## config.mk

```make
export PLATFORM = sky130hd
export DESIGN_NAME = prize_sensor_conditioner
export DESIGN_NICKNAME = d
export VERILOG_FILES = /design/src/rtl/clawgame_pkg.sv /design/src/rtl/clawgame_sync2.sv /design/src/rtl/prize_sensor_conditioner.sv
export SDC_FILE = /design/constraint.sdc
export NUM_CORES = 1
export LEC_CHECK = 0
export ABC_AREA = 1
export CELL_PAD_IN_SITES_DETAIL_PLACEMENT = 0
export CELL_PAD_IN_SITES_GLOBAL_PLACEMENT = 1
export CORE_MARGIN = 3
export CORE_UTILIZATION = 36
export DETAILED_ROUTE_END_ITERATION = 8
export GPL_ROUTABILITY_DRIVEN = 0
export GPL_TIMING_DRIVEN = 0
export PLACE_DENSITY_LB_ADDON = 0.1
export REMOVE_ABC_BUFFERS = 1
export SYNTH_ARGS = -nofsm -noshare
export SYNTH_HDL_FRONTEND = slang
export SYNTH_SLANG_ARGS = --single-unit
```

## constraint.sdc

```tcl
create_clock -name clock -period 1.77 [get_ports clock]
set_clock_uncertainty 0.15 [all_clocks]
set_input_delay 0.531 -clock clock [delete_from_list [all_inputs] [get_ports clock]]
set_output_delay 0.531 -clock clock [all_outputs]
set_load 0.05 [all_outputs]
```

## src/rtl/clawgame_pkg.sv

```systemverilog
// Shared claw-game definitions: prize-chute FSM states, default timing constants
// and the counter width helper.
package clawgame_pkg;

  typedef enum logic [2:0] {
    IDLE,
    DEB_ON,
    PULSE,
    WAIT_REL,
    LOCKOUT
  } state_e;

  localparam int unsigned DEBOUNCE_CYCLES_DEF = 16;
  localparam int unsigned LOCKOUT_CYCLES_DEF  = 64;

  // Wide enough to hold the larger of the two terminal counts without wrapping.
  function automatic int unsigned cnt_width(int unsigned deb, int unsigned lock);
    int unsigned biggest;
    biggest = (deb > lock) ? deb : lock;
    return $clog2(biggest + 1);
  endfunction

endpackage

```

## src/rtl/clawgame_sync2.sv

```systemverilog
// Two-flop synchroniser with synchronous active-high reset for asynchronous
// single-bit inputs.
module clawgame_sync2 (
  input  logic clock,
  input  logic reset,
  input  logic din,
  output logic dout
);

  logic meta;

  always_ff @(posedge clock) begin
    if (reset) begin
      meta <= 1'b0;
      dout <= 1'b0;
    end else begin
      meta <= din;
      dout <= meta;
    end
  end

endmodule

```

## src/rtl/prize_sensor_conditioner.sv

```systemverilog
// Turns the raw chute break-beam into one increment_score pulse per prize drop.
// Define PRIZE_COUNT_EN to build the saturating prize_count tally.
module prize_sensor_conditioner
  import clawgame_pkg::*;
#(
  parameter int unsigned DEBOUNCE_CYCLES = DEBOUNCE_CYCLES_DEF,
  parameter int unsigned LOCKOUT_CYCLES  = LOCKOUT_CYCLES_DEF,
  parameter int unsigned CNT_W           = 8
) (
  input  logic             clock,
  input  logic             reset,
  input  logic             enable,
  input  logic             sensor_raw,
  output logic             increment_score,
  output logic             busy,
  output logic [CNT_W-1:0] prize_count
);

  localparam int unsigned CW = cnt_width(DEBOUNCE_CYCLES, LOCKOUT_CYCLES);
  localparam logic [CW-1:0] DEB_LAST  = CW'(DEBOUNCE_CYCLES - 1);
  localparam logic [CW-1:0] LOCK_LAST = CW'(LOCKOUT_CYCLES - 1);

  logic          sensor_sync;
  state_e        state_q, state_d;
  logic [CW-1:0] cnt_q, cnt_d;

  clawgame_sync2 u_sync (
    .clock (clock),
    .reset (reset),
    .din   (sensor_raw),
    .dout  (sensor_sync)
  );

  always_ff @(posedge clock) begin
    if (reset) begin
      state_q <= IDLE;
      cnt_q   <= '0;
    end else begin
      state_q <= state_d;
      cnt_q   <= cnt_d;
    end
  end

  always_comb begin
    state_d = state_q;
    cnt_d   = cnt_q;
    case (state_q)
      IDLE: begin
        if (enable && sensor_sync) begin
          state_d = DEB_ON;
          cnt_d   = CW'(1);
        end
      end
      DEB_ON: begin
        if (!enable || !sensor_sync) begin
          state_d = IDLE;
          cnt_d   = '0;
        end else if (cnt_q == DEB_LAST) begin
          state_d = PULSE;
          cnt_d   = '0;
        end else begin
          cnt_d = cnt_q + 1'b1;
        end
      end
      PULSE: begin
        state_d = WAIT_REL;
        cnt_d   = '0;
      end
      WAIT_REL: begin
        // Any high sample means the prize is still in the beam: restart release count.
        if (sensor_sync) begin
          cnt_d = '0;
        end else if (cnt_q == DEB_LAST) begin
          state_d = LOCKOUT;
          cnt_d   = '0;
        end else begin
          cnt_d = cnt_q + 1'b1;
        end
      end
      LOCKOUT: begin
        if (cnt_q == LOCK_LAST) begin
          state_d = IDLE;
          cnt_d   = '0;
        end else begin
          cnt_d = cnt_q + 1'b1;
        end
      end
      default: begin
        state_d = IDLE;
        cnt_d   = '0;
      end
    endcase
  end

  assign increment_score = (state_q == PULSE);
  assign busy            = (state_q != IDLE);

`ifdef PRIZE_COUNT_EN
  logic [CNT_W-1:0] tally_q;

  always_ff @(posedge clock) begin
    if (reset) begin
      tally_q <= '0;
    end else if ((state_q == PULSE) && (tally_q != {CNT_W{1'b1}})) begin
      tally_q <= tally_q + 1'b1;
    end
  end

  assign prize_count = tally_q;
`else
  assign prize_count = '0;
`endif

endmodule

```

==> flow_summary_export.csv <==
group,metric,value,unit
layout,fillCellCount,219,
setup_path,timing.setup.critical_path_class,"reg2out",
floorplanning,core_region_area,2060,sq um
power,powerDensity,733,nW/um^2
setup_path,end_kind,"output pin",
logic_synthesis,synth_enable_flop_cells,0,
detailed_routing,antenna_left,0,
timing,fin_hold_ws,256,ps
logic_synthesis,ys.warnings.count,0,
clocking,clkSlewWorstSetupHoldPaths,80,ps
setup_path,crit_chain,"nor2_4 -> nand2_1 -> inv_1 -> buf_6",
hold_path,worst_hold_path_type,"reg2reg",
power,ir_worst_vdd,0.472,mV
timing,unrepaired_setup_endpoints_after_global_routing,"false",
logic_synthesis,ys_ff_latch,12,
placement,dp_cells,153,
placement,placement.io_buffers,5,
job,max-cap-violations,0,
clocking,cts_root_buffer,"sky130_fd_sc_hd__clkbuf_4",
setup_path,crit_path_start_kind,"flip-flop",
floorplanning,die_h,53.9,um
clocking,clock_path_buffers,2,
logic_synthesis,synth.area.top_cells,"sky130_fd_sc_hd__dfxtp_1 (29%), sky130_fd_sc_hd__nand2_1 (13%), sky130_fd_sc_hd__inv_1 (8.2%)",
grt,vias_in_the_first_global_route,597,
detailed_routing,detail_route.iter0.violations,14,
run_status,outcome,"finished, final reports clean",
timing,finalCritPeriodShare,96.9,%
floorplanning,floorplan.die_area,2900,sq um
placement,dp.final_hpwl,1140,um
detailed_routing,detail_route.vias_per_cell,4.30,
setup_path,timing.critical_path.fanout_max,4,
setup_path,critical-path-slowest-cell,"sky130_fd_sc_hd__dfxtp_4",
logic_synthesis,synth_cell_types,22,
detailed_routing,avgRoutedWirePerCell,9.69,um
logic_synthesis,yosys_most_used_dff,"sky130_fd_sc_hd__dfxtp_1",
clocking,tritoncts_num_sinks,12,
layout,post_route_cells_drive_above_1_share,27.1,%
grt,grt_first_pass_wirelength,2590,um
layout,antenna-diode-count,0,
floorplanning,start_util,40.0,%
logic_synthesis,ys_async_sr_fraction,0,%
layout,finish.cell_count_without_fillers,160,
logic_synthesis,synth_top_area_cell,"sky130_fd_sc_hd__dfxtp_1",
logic_synthesis,mappedNetlistArea,825,sq um
detailed_routing,routed_wirelength,1550,um
timing,max_clock_freq,0.583,GHz
grt,pin_count_of_the_biggest_net_entering_global_routing,11,
clocking,cts_tree,"built",
power,p_leak,0.424,nW
detailed_routing,number_of_optimization_iterations_in_the_first_detailed_route_pass,4,
timing,timing_hold_violations_final,0,
setup_path,cp.arrival,1030,ps
setup_path,cp_data_required_time,1090,ps
clocking,cts_buffers,3,
grt,initial_antenna_violation_count,0,
grt,grt_remaining_overflow,0,
layout,final_common_cell,"sky130_fd_sc_hd__nand2_1",
logic_synthesis,yosysSeqAreaShare,29.1,%
clocking,cts-htree-levels,1,
floorplanning,ios,14,
layout,final_cell_mix,"sky130_fd_sc_hd__nand2_1 (28), sky130_fd_sc_hd__inv_1 (18), sky130_fd_sc_hd__nor2_1 (10)",
grt,groute.usage.overall,12.6,%
logic_synthesis,synth.top_cell.area_share,29.1,%
detailed_routing,dr_total_vias,688,
floorplanning,x_dimension_of_the_die,53.9,um
layout,finalNetCount,139,
logic_synthesis,post_synth.cell_area_avg,6.70,sq um
layout,synthToLayoutAreaGrowth,16.2,%
layout,final_core_utilization,46.5,%
floorplanning,rows,16,
logic_synthesis,postSynthCellCount,123,
detailed_routing,drc,0,
clocking,worst_skew_pair_latency,270,ps
timing,report.final.slew_viol_count,0,
timing,period_needed,1720,ps
timing,finalSetupViolCount,0,
setup_path,slowest_delay,370,ps
-- per-stage QoR --
step | setup slack [ps] | TNS, ps | area, sq um | power, mW
floorplan | 240 | 0 | 787 | 0.426
CTS | -4.91 | -4.91 | 920 | 0.692
global placement | -358 | -2090 | 871 | 0.462
finish | 54.5 | 0 | 958 | 0.702
detailed placement | -351 | -2120 | 871 | 0.462
global route | 0.0477 | 0 | 958 | 0.742
-- worst max-delay path: cells and delay by family (launching register included) --
kind                   cells  cell delay (ps)
flip-flops                 1              370
buffers and inverters      2              220
AND/OR/NAND/NOR            2              180
-- final timing paths --
kind	start	to	slack [ps]	cells after the start
worst max register to register	cnt_q[0]	state_q[0]	260	8
worst max-delay path	state_q[2]	increment_score	50	4
worst min-delay path	u_sync.meta	u_sync.dout	260	2
worst min register to register	u_sync.meta	u_sync.dout	260	2
-- power by group --
group          total (mW)  switching (mW)  internal (mW)
clock network       0.219          0.0937          0.125
registers           0.294          0.0146          0.279
logic               0.190           0.127         0.0630
total               0.702           0.235          0.467
-- registers in the layout, summed over array words and instances (netlist names) --
| name | count |
|---|---|
| cnt_q | 7 |
| state_q | 3 |
| u_sync.dout | 1 |
| u_sync.meta | 1 |
-- synth_stat cells (2+ instances only) --
cell,n
sky130_fd_sc_hd__nand3_1,7
sky130_fd_sc_hd__dfxtp_1,12
sky130_fd_sc_hd__a21oi_2,4
sky130_fd_sc_hd__nand3_2,2
sky130_fd_sc_hd__o21ai_0,3
sky130_fd_sc_hd__a21oi_1,5
sky130_fd_sc_hd__buf_4,8
sky130_fd_sc_hd__inv_1,18
sky130_fd_sc_hd__o21ai_1,2
sky130_fd_sc_hd__nand4_1,3
sky130_fd_sc_hd__nor2_2,3
sky130_fd_sc_hd__inv_2,4
sky130_fd_sc_hd__nand2_2,3
sky130_fd_sc_hd__nor2_1,11
sky130_fd_sc_hd__nand2_4,3
sky130_fd_sc_hd__nand2_1,29
-- what timing repair did --
item	in CTS	in global routing
endpoints found under the hold margin	0	0
resized for setup	18	6
setup endpoints to repair	2	3
pin swaps	0	2
hold buffers	0	0
buffers inserted	0	3
-- cell type report --
type | count | area, sq um | share of cell area [%]
Clock buffer | 4 | 36.3 | 3.79
Multi-Input combinational cell | 87 | 479 | 50.0
Inverter | 22 | 82.6 | 8.62
Sequential cell | 12 | 249 | 26.0
Timing Repair Buffer | 8 | 77.6 | 8.09
Tap cell | 27 | 33.8 | 3.52
-- per-layer routing --
metal | vias to the layer above | global-route usage (%) | share of wire [%]
met3 | 2 | 2.49 | 4.0
li1 | 384 | - | -
met1 | 289 | 17.8 | 54
met5 | - | 0 | 0
met4 | 0 | 7.66 | 0.90
met2 | 13 | 17.3 | 41
-- cell families after synthesis --
| group | synth area share [%] |
|---|---|
| adder cells (fa/ha/maj) | 1.52 |
| buffers and inverters | 17.8 |
| AO/OA/AOI/OAI | 11.8 |
| flip-flops | 29.1 |
| other | 0.455 |
| AND/OR/NAND/NOR | 39.3 |
Note: power is estimated with default switching activity, not from simulation.
